**config.mk**
```make
export PLATFORM = sky130hd
export DESIGN_NAME = mem_port_arbiter_flat
export DESIGN_NICKNAME = d
export VERILOG_FILES = /design/src/rtl/mem_port_arbiter_if.sv /design/src/rtl/mem_port_arbiter.sv /design/src/flat_wrapper.sv
export SDC_FILE = /design/constraint.sdc
export NUM_CORES = 1
export LEC_CHECK = 0
export CAP_MARGIN = 20
export CORE_ASPECT_RATIO = 1.75
export CORE_MARGIN = 2
export CORE_UTILIZATION = 36
export CTS_CLUSTER_SIZE = 24
export DETAILED_ROUTE_END_ITERATION = 10
export GPL_ROUTABILITY_DRIVEN = 0
export PLACE_DENSITY_LB_ADDON = 0.12
export SLEW_MARGIN = 20
export SYNTH_ARGS = -nofsm -noshare
export SYNTH_HDL_FRONTEND = slang
export SYNTH_SLANG_ARGS = --single-unit
```
**constraint.sdc**
```tcl
create_clock -name Clock -period 1.95 [get_ports Clock]
set_input_delay 0.195 -clock Clock [delete_from_list [all_inputs] [get_ports Clock]]
set_output_delay 0.195 -clock Clock [all_outputs]
set_load 0.05 [all_outputs]
```
**src/rtl/mem_port_arbiter_if.sv**
```systemverilog
// Bus bundle between the fetch/load-store requesters, the memory arbiter and the memory.
// The slave modport is the arbiter's view; master is the core plus memory side.
interface mem_port_arbiter_if #(
  parameter int unsigned ADDR_W = 13,
  parameter int unsigned DATA_W = 32
);
  logic              If_Req;
  logic [ADDR_W-1:0] If_Addr;
  logic              If_Ack;
  logic [DATA_W-1:0] If_Data;
  logic              D_Req;
  logic              D_Write;
  logic [ADDR_W-1:0] D_Addr;
  logic [DATA_W-1:0] D_Wdata;
  logic              D_Ack;
  logic [DATA_W-1:0] D_Rdata;
  logic              Mem_En;
  logic              Mem_We;
  logic [ADDR_W-1:0] Mem_Addr;
  logic [DATA_W-1:0] Mem_Wdata;
  logic [DATA_W-1:0] Mem_Rdata;
  logic              Pc_Stall;

  modport slave (
    input  If_Req, If_Addr, D_Req, D_Write, D_Addr, D_Wdata, Mem_Rdata,
    output If_Ack, If_Data, D_Ack, D_Rdata, Mem_En, Mem_We, Mem_Addr, Mem_Wdata, Pc_Stall
  );

  modport master (
    output If_Req, If_Addr, D_Req, D_Write, D_Addr, D_Wdata, Mem_Rdata,
    input  If_Ack, If_Data, D_Ack, D_Rdata, Mem_En, Mem_We, Mem_Addr, Mem_Wdata, Pc_Stall
  );
endinterface

```
**src/rtl/mem_port_arbiter.sv**
```systemverilog
// Serialises instruction fetch and load/store accesses onto one multi-cycle memory port.
// Define MEM_ARB_STATS_EN to add a saturating Conflict_Count output.
module mem_port_arbiter #(
  parameter int unsigned ADDR_W       = 13,
  parameter int unsigned DATA_W       = 32,
  parameter int unsigned MEM_LAT      = 2,
  parameter int unsigned MAX_DATA_RUN = 4
) (
  input  logic              Clock,
  input  logic              Reset_n,
  mem_port_arbiter_if.slave bus
`ifdef MEM_ARB_STATS_EN
  ,
  output logic [15:0]       Conflict_Count
`endif
);

  localparam int unsigned CNT_W = (MEM_LAT > 1) ? $clog2(MEM_LAT) : 1;
  localparam int unsigned RUN_W = $clog2(MAX_DATA_RUN + 1);

  typedef enum logic [1:0] {
    IDLE   = 2'd0,
    ACCESS = 2'd1,
    RESP   = 2'd2
  } state_e;

  state_e            state_q, state_d;
  logic              owner_q, owner_d;   // 1 = load/store path owns the access
  logic              we_q, we_d;
  logic [ADDR_W-1:0] addr_q, addr_d;
  logic [DATA_W-1:0] wdata_q, wdata_d;
  logic [CNT_W-1:0]  cnt_q, cnt_d;
  logic [RUN_W-1:0]  run_q, run_d;
  logic [DATA_W-1:0] if_data_q, if_data_d;
  logic [DATA_W-1:0] d_rdata_q, d_rdata_d;
  logic              if_ack_q, if_ack_d;
  logic              d_ack_q, d_ack_d;
  logic              mem_en_q, mem_en_d;
  logic              mem_we_q, mem_we_d;
  logic              elig_if, elig_d, grant, pick_d;

  // Next-state, arbitration and output decode
  always_comb begin
    state_d   = state_q;
    owner_d   = owner_q;
    we_d      = we_q;
    addr_d    = addr_q;
    wdata_d   = wdata_q;
    cnt_d     = cnt_q;
    run_d     = run_q;
    if_data_d = if_data_q;
    d_rdata_d = d_rdata_q;
    elig_if   = 1'b0;
    elig_d    = 1'b0;

    unique case (state_q)
      IDLE: begin
        elig_if = bus.If_Req;
        elig_d  = bus.D_Req;
      end
      ACCESS: begin
        if (cnt_q == '0) begin
          state_d = RESP;
          if (!we_q) begin
            if (owner_q) d_rdata_d = bus.Mem_Rdata;
            else         if_data_d = bus.Mem_Rdata;
          end
        end else begin
          cnt_d = cnt_q - CNT_W'(1);
        end
      end
      RESP: begin
        // The requester being acked still shows its old Req this cycle
        state_d = IDLE;
        elig_if = bus.If_Req & owner_q;
        elig_d  = bus.D_Req & ~owner_q;
      end
      default: state_d = IDLE;
    endcase

    grant  = elig_if | elig_d;
    pick_d = elig_d & ~(elig_if & (run_q == RUN_W'(MAX_DATA_RUN)));

    if (grant) begin
      state_d = ACCESS;
      owner_d = pick_d;
      we_d    = pick_d & bus.D_Write;
      addr_d  = pick_d ? bus.D_Addr : bus.If_Addr;
      cnt_d   = CNT_W'(MEM_LAT - 1);
      if (pick_d) wdata_d = bus.D_Wdata;
    end

    // Run of data grants that a waiting fetch has had to sit through
    if (!bus.If_Req) begin
      run_d = '0;
    end else if (grant && pick_d) begin
      if (run_q != RUN_W'(MAX_DATA_RUN)) run_d = run_q + RUN_W'(1);
    end else if (grant) begin
      run_d = '0;
    end

    mem_en_d = (state_d == ACCESS);
    mem_we_d = mem_en_d & we_d & owner_d;
    if_ack_d = (state_d == RESP) & ~owner_d;
    d_ack_d  = (state_d == RESP) & owner_d;
  end

  // State and output registers
  always_ff @(posedge Clock) begin
    if (!Reset_n) begin
      state_q   <= IDLE;
      owner_q   <= 1'b0;
      we_q      <= 1'b0;
      addr_q    <= '0;
      wdata_q   <= '0;
      cnt_q     <= '0;
      run_q     <= '0;
      if_data_q <= '0;
      d_rdata_q <= '0;
      if_ack_q  <= 1'b0;
      d_ack_q   <= 1'b0;
      mem_en_q  <= 1'b0;
      mem_we_q  <= 1'b0;
    end else begin
      state_q   <= state_d;
      owner_q   <= owner_d;
      we_q      <= we_d;
      addr_q    <= addr_d;
      wdata_q   <= wdata_d;
      cnt_q     <= cnt_d;
      run_q     <= run_d;
      if_data_q <= if_data_d;
      d_rdata_q <= d_rdata_d;
      if_ack_q  <= if_ack_d;
      d_ack_q   <= d_ack_d;
      mem_en_q  <= mem_en_d;
      mem_we_q  <= mem_we_d;
    end
  end

  assign bus.If_Ack    = if_ack_q;
  assign bus.If_Data   = if_data_q;
  assign bus.D_Ack     = d_ack_q;
  assign bus.D_Rdata   = d_rdata_q;
  assign bus.Mem_En    = mem_en_q;
  assign bus.Mem_We    = mem_we_q;
  assign bus.Mem_Addr  = addr_q;
  assign bus.Mem_Wdata = wdata_q;
  assign bus.Pc_Stall  = bus.If_Req & ~if_ack_q;

`ifdef MEM_ARB_STATS_EN
  logic [15:0] conf_q, conf_d;

  // Counts decisions where both requesters were eligible, saturating
  always_comb begin
    conf_d = conf_q;
    if (elig_if && elig_d && (conf_q != 16'hFFFF)) conf_d = conf_q + 16'd1;
  end

  always_ff @(posedge Clock) begin
    if (!Reset_n) conf_q <= '0;
    else          conf_q <= conf_d;
  end

  assign Conflict_Count = conf_q;
`endif

endmodule
```
**src/flat_wrapper.sv**
```systemverilog
// flat-port wrapper written by rule: the top's interface ports become plain ports
module mem_port_arbiter_flat 
#(
  parameter int unsigned ADDR_W       = 13,
  parameter int unsigned DATA_W       = 32,
  parameter int unsigned MEM_LAT      = 2,
  parameter int unsigned MAX_DATA_RUN = 4
)
  (Clock, Reset_n, bus_If_Req, bus_If_Addr, bus_D_Req, bus_D_Write, bus_D_Addr, bus_D_Wdata, bus_Mem_Rdata, bus_If_Ack, bus_If_Data, bus_D_Ack, bus_D_Rdata, bus_Mem_En, bus_Mem_We, bus_Mem_Addr, bus_Mem_Wdata, bus_Pc_Stall);
  mem_port_arbiter_if #(.ADDR_W(ADDR_W), .DATA_W(DATA_W)) bus_i ();
  input  logic Clock;
  input  logic Reset_n;
  input wire logic [$bits(bus_i.If_Req)-1:0] bus_If_Req;
  input wire logic [$bits(bus_i.If_Addr)-1:0] bus_If_Addr;
  input wire logic [$bits(bus_i.D_Req)-1:0] bus_D_Req;
  input wire logic [$bits(bus_i.D_Write)-1:0] bus_D_Write;
  input wire logic [$bits(bus_i.D_Addr)-1:0] bus_D_Addr;
  input wire logic [$bits(bus_i.D_Wdata)-1:0] bus_D_Wdata;
  input wire logic [$bits(bus_i.Mem_Rdata)-1:0] bus_Mem_Rdata;
  output wire logic [$bits(bus_i.If_Ack)-1:0] bus_If_Ack;
  output wire logic [$bits(bus_i.If_Data)-1:0] bus_If_Data;
  output wire logic [$bits(bus_i.D_Ack)-1:0] bus_D_Ack;
  output wire logic [$bits(bus_i.D_Rdata)-1:0] bus_D_Rdata;
  output wire logic [$bits(bus_i.Mem_En)-1:0] bus_Mem_En;
  output wire logic [$bits(bus_i.Mem_We)-1:0] bus_Mem_We;
  output wire logic [$bits(bus_i.Mem_Addr)-1:0] bus_Mem_Addr;
  output wire logic [$bits(bus_i.Mem_Wdata)-1:0] bus_Mem_Wdata;
  output wire logic [$bits(bus_i.Pc_Stall)-1:0] bus_Pc_Stall;
  assign bus_i.If_Req = bus_If_Req;
  assign bus_i.If_Addr = bus_If_Addr;
  assign bus_i.D_Req = bus_D_Req;
  assign bus_i.D_Write = bus_D_Write;
  assign bus_i.D_Addr = bus_D_Addr;
  assign bus_i.D_Wdata = bus_D_Wdata;
  assign bus_i.Mem_Rdata = bus_Mem_Rdata;
  assign bus_If_Ack = bus_i.If_Ack;
  assign bus_If_Data = bus_i.If_Data;
  assign bus_D_Ack = bus_i.D_Ack;
  assign bus_D_Rdata = bus_i.D_Rdata;
  assign bus_Mem_En = bus_i.Mem_En;
  assign bus_Mem_We = bus_i.Mem_We;
  assign bus_Mem_Addr = bus_i.Mem_Addr;
  assign bus_Mem_Wdata = bus_i.Mem_Wdata;
  assign bus_Pc_Stall = bus_i.Pc_Stall;
  mem_port_arbiter #(.ADDR_W(ADDR_W), .DATA_W(DATA_W), .MEM_LAT(MEM_LAT), .MAX_DATA_RUN(MAX_DATA_RUN)) u_core (.Clock(Clock), .Reset_n(Reset_n), .bus(bus_i));
endmodule
```
# Word level (Yosys, flattened, before mapping)
# Index checks and enable logic that the tools add are counted.
# totals
register_bits,121
inputBits,95
out_inout_bits,114
# op_classes
add_sub_neg,2
n_eq_ne,7
mux,14
bitwise_logic,17
n_reduce_logical,9
# op_table
op,n
two-way mux 13 bit,1
bitwise AND 1 bit,10
two-way mux 3 bit,3
AND reduction 4 bit,2
inverter 1 bit,6
AND reduction 2 bit,3
two-way mux 1 bit,5
"== test 2 x 1 -> 1 bit, second input constant",2
"== test 2 bit, second input constant",2
two-way mux 2 bit,2
one-hot mux 1 bit (2 select lines),2
one-hot mux 2 bit (2 select lines),1
nonzero test 2 bit,2
"adder 3 x 1 -> 3 bit, second input constant",1
"== test 3 bit, second input constant",1
"!= test 3 bit, second input constant",1
zero test 2 bit,1
"!= test 2 bit, second input constant",1
logical AND 1 bit,1
bitwise OR 1 bit,1
"subtractor 1 bit, second input constant",1

# Logic depth before layout (Yosys ltp)
# depth
word_depth,9
mapped_depth,8
depth_no_buf,6

# Worst setup path before layout
# OpenSTA, ideal clock, no wires.
# synth_timing
path_type,reg2reg
from,register u_core.run_q[0]
to,register u_core.addr_q[10] (netlist: u_core.bus.Mem_Addr[10])
arrival_time_ps,1448
required_ps,1825
setup_slack_ps,377
path_stages_with_launch,9
n_path_buf,2
period_less_slack_ps,1573
path_cell_list,dfxtp_1 > inv_1 > ha_1 > nand2_1 > o311a_1 > buf_4 > buf_2 > nand2_1 > a31oi_1
# synth_via
elab_chain_cells,5
# synth_lines
item,line,source
"start, declared",mem_port_arbiter.sv:33,"logic [RUN_W-1:0] run_q, run_d;"
"start signal, assigned",mem_port_arbiter.sv:131,run_q <= run_d;
== test 3 bit,mem_port_arbiter.sv:82,pick_d = elig_d & ~(elig_if & (run_q == RUN_W'(MAX_DATA_RUN)));
bitwise AND 1 bit,mem_port_arbiter.sv:82,
inverter 1 bit,mem_port_arbiter.sv:82,
bitwise AND 1 bit,mem_port_arbiter.sv:82,
two-way mux 13 bit,mem_port_arbiter.sv:88,addr_d = pick_d ? bus.D_Addr : bus.If_Addr;
"end signal, assigned",mem_port_arbiter.sv:128,addr_q <= addr_d;
"end, declared",mem_port_arbiter.sv:30,"logic [ADDR_W-1:0] addr_q, addr_d;"
# Every way passes these cells.
# A chain may end at the register's enable or synchronous reset.

# Worst setup path in the final report
# layout_timing
from,register u_core.run_q[0]
to,register u_core.wdata_q[9] (netlist: u_core.bus.Mem_Wdata[9])
# layout_via
elab_chain_cells,5
# layout_lines
item,line,source
== test 3 bit,mem_port_arbiter.sv:82,
bitwise AND 1 bit,mem_port_arbiter.sv:82,
inverter 1 bit,mem_port_arbiter.sv:82,
bitwise AND 1 bit,mem_port_arbiter.sv:82,
AND reduction 2 bit (no line),-,
"end signal, assigned",mem_port_arbiter.sv:129,wdata_q <= wdata_d;
"end, declared",mem_port_arbiter.sv:31,"logic [DATA_W-1:0] wdata_q, wdata_d;"
# Every way passes these cells.

==> flow_summary.yaml <==
detailed_routing:
  drt_iter0_markers: 84
  num_vias: 4401
  viasPerCell: 4.697
  drcViolationCount: 0
  drt_wl_total_um: 13790
  wire_per_inst_um: 14.71
  ant_nets: 0
  drtPass1Iterations: 5
power:
  clockPowerShare_pct: 44.2
  max-vdd-ir-drop_mv: 0.5829
  power.total_w: 0.007463
  pwr-share-seq_pct: 36.3
  p_sw_w: 0.002068
  combPwrFrac_pct: 19.5
  internal_power_w: 0.005395
  powerDensity_nw_per_um2: 979.1
  switching_share_pct: 27.71
  leakagePower_nw: 2.757
run:
  cap_viol_max_count: 0
logic_synthesis:
  syn_inst: 554
  synthTopCellsByArea: "dfxtp_1, nand2_1, a21boi_1, a21boi_0, buf_2"
  synth_top_cell_by_area: "dfxtp_1"
  avgSynthCellArea_um2: 8.510
  synthArstFlopShare_pct: 0
  yosys_most_used_dff: "dfxtp_1"
  synth-edff-count: 0
  yosysMostFrequentCell: "nand2_1"
  yosys-top-cells-count: "nand2_1, dfxtp_1, a21boi_1"
  ys_seq_elements: 121
  synth_top_area_share_pct: 51.38
  yosysWarnings: 0
  synthesis.nets: 651
  synthesis.area_um2: 4715
  seq_area_frac_synth_pct: 51.38
  synth.distinct_cells: 35
setup_path:
  cp_data_required_time_ns: 2.28
  worstReg2RegEnd: "u_core.bus.Mem_Wdata[9]$_SDFFE_PN0P_"
  cp-start-kind: "flip-flop"
  r2r_setup_slack_ns: 0.13
  rr_startpoint: "u_core.run_q[0]$_SDFFE_PN0P_"
  end_kind: "flip-flop"
  path_max_fanout: 23
  path_class: "reg -> reg"
  worst-endpoint-arrival_ns: 2.15
  r2r_cells: 7
global_routing:
  grt_pass1_vias: 4558
  antenna_found_initial: 0
  grt_usage_pct: 19.77
  grt_max_degree: 51
  overflow: 0
  grt_pass1_wl_um: 22420
clock_network:
  numCtsBuffers: 17
  cts_tree: "built"
  cts-root-buf: "clkbuf_16"
  clock_path_buffers: 2
  cts.clk_slew.worst_paths_ns: 0.06
  cts_resized: 0
  cts_max_level: 4
  clock_latency_ns: 0.41
  cts_sinks: 121
sta:
  clock_skew_ns: 0.007518
  fmax_mhz: 550.2
  worstMarginPinSlew_ns: 0.5615
  finalMaxSlewViolations: 0
  grt_setup_unrepaired: "no"
  timing.final.crit_share_pct: 93.20
  timing.max_slew.rel_slack_pct: 62.45
  setup-tns-final_ns: 0
  hold_ws_ns: 0.2689
  finalSetupViolCount: 0
  finalHoldViolations: 0
  period_minus_slack_ns: 1.817
hold_path:
  holdCritStartpoint: "Reset_n"
  min_path_cells: 2
  min_to: "u_core.bus.Mem_En$_SDFF_PN0_"
  holdCritPathClass: "in -> reg"
finish:
  n_fill_cell: 1194
  nets: 851
  finish.utilization_pct: 59.23
  antenna_cells: 0
  area_growth_pct: 61.68
  drive_gt1_share_pct: 7.311
placement:
  io_buffers: 208
  dp_hpwl_um: 9718
die:
  start_util_pct: 36.64
  die_h_um: 155.4
  rows: 55
  die_w_um: 90.51
  core_area_um2: 12870
  die_area_um2: 14060
  io_pins: 209
status:
  outcome: "finished clean"
-- stage by stage --
step	worst slack, ns	std cells	instance area (um2)
finish	0.1325	937	7622
global route	0.003881	937	7622
CTS	0.1279	936	7597
detailed placement	0.04997	905	6970
global placement	0.05134	905	6970
floorplan	0.3770	554	4715
-- registers in the layout (all words and copies together), names as in the netlist --
name and count:
u_core.run_q 3, u_core.bus.Mem_We 1, u_core.we_q 1, u_core.bus.Mem_Addr 13, u_core.bus.Mem_En 1, u_core.bus.If_Data 32
u_core.bus.D_Rdata 32, u_core.owner_q 1, u_core.state_q 2, u_core.bus.Mem_Wdata 32, u_core.bus.If_Ack 1, u_core.bus.D_Ack 1
u_core.cnt_q 1
-- worst max-delay path, stage by stage, from the launching register on --
cell and delay [ns]:
dfxtp_1 0.33, inv_1 0.08, ha_1 0.20, nand2_1 0.17, o311ai_4 0.46, clkbuf_16 0.28, nand2_1 0.06, a21boi_0 0.16
-- final cells by class --
type | instances | area [um2] | share of cell area [%]
Clock buffer | 19 | 452.9 | 5.942
Clock inverter | 12 | 173.9 | 2.282
Inverter | 4 | 15.01 | 0.1970
Multi-Input combinational cell | 389 | 2079 | 27.28
Sequential cell | 121 | 2422 | 31.78
Tap cell | 171 | 214.0 | 2.807
Timing Repair Buffer | 221 | 2265 | 29.71
-- logic make-up (layout without fill, tap and decap cells) --
| group | count (synthesis) | count (layout) | share of synthesized area (%) |
|---|---|---|---|
| compound gates | 137 | 137 | 20.89 |
| fa+ha+maj | 2 | 2 | 0.5307 |
| buf+inv | 44 | 256 | 5.255 |
| flops | 121 | 121 | 51.38 |
| mux | 2 | 2 | 0.4512 |
| simple gates | 248 | 248 | 21.50 |
-- worst max-delay path by stage --
stage | startpoint | slack (ns) | to
2_1_floorplan | u_core.run_q[0]$_SDFFE_PN0P_ | 0.38 | u_core.bus.Mem_Addr[10]$_SDFFE_PN0P_
3_5_place_dp | bus_If_Req | 0.05 | u_core.bus.Mem_We$_SDFF_PN0_
5_1_grt | u_core.run_q[0]$_SDFFE_PN0P_ | 0.004 | u_core.bus.Mem_Addr[5]$_SDFFE_PN0P_
3_3_place_gp | bus_If_Req | 0.05 | u_core.bus.Mem_We$_SDFF_PN0_
6_report | u_core.run_q[0]$_SDFFE_PN0P_ | 0.13 | u_core.bus.Mem_Wdata[9]$_SDFFE_PN0P_
4_1_cts | u_core.bus.If_Ack$_SDFF_PN0_ | 0.13 | bus_If_Ack
-- power by group through the flow --
| stage | sequential [W] | combinational (W) | clock, W |
|---|---|---|---|
| floorplan | 0.00322 | 0.000390 | 0 |
| finish | 0.00271 | 0.00146 | 0.00330 |
| detailed placement | 0.00276 | 0.00145 | 0 |
| global route | 0.00272 | 0.00155 | 0.00349 |
| global placement | 0.00275 | 0.00144 | 0 |
| CTS | 0.00271 | 0.00146 | 0.00339 |
-- timing repair --
item	4_1_cts	5_1_grt
hold buffers	0	0
setup endpoints to repair	0	1
buffers inserted	0	0
-- metal layers --
layer  up-vias  part of all wire (%)  wire length, um  global-route usage [%]
met5         -                     0                0                       0
met4         0                   1.8              245                   7.326
met3        19                   6.7              924                   6.634
met1      2027                    37             5146                   20.13
li1       2213                     -                -                       -
met2       142                    54             7468                   36.96
-- cell usage in the layout (no fill, tap or decap), types with 2 or more instances in the layout --
cell	synthesis	final
clkdlybuf4s50_1	0	206
bufinv_16	0	4
nor2_1	5	5
o211ai_1	2	2
a31oi_1	13	13
o21a_1	2	2
clkinv_2	0	3
a21boi_1	50	50
inv_1	4	4
clkinvlp_4	0	4
nand2_1	226	226
a21boi_0	48	48
o21ai_0	13	13
nand4_1	2	2
clkbuf_16	0	18
nand3_1	2	2
clkbuf_8	0	2
buf_4	2	7
a21oi_1	5	5
nor2b_1	2	2
buf_12	0	6
dfxtp_1	121	121
ha_1	2	2
nand2b_4	2	2
Note: power is estimated with default switching activity, not from simulation.
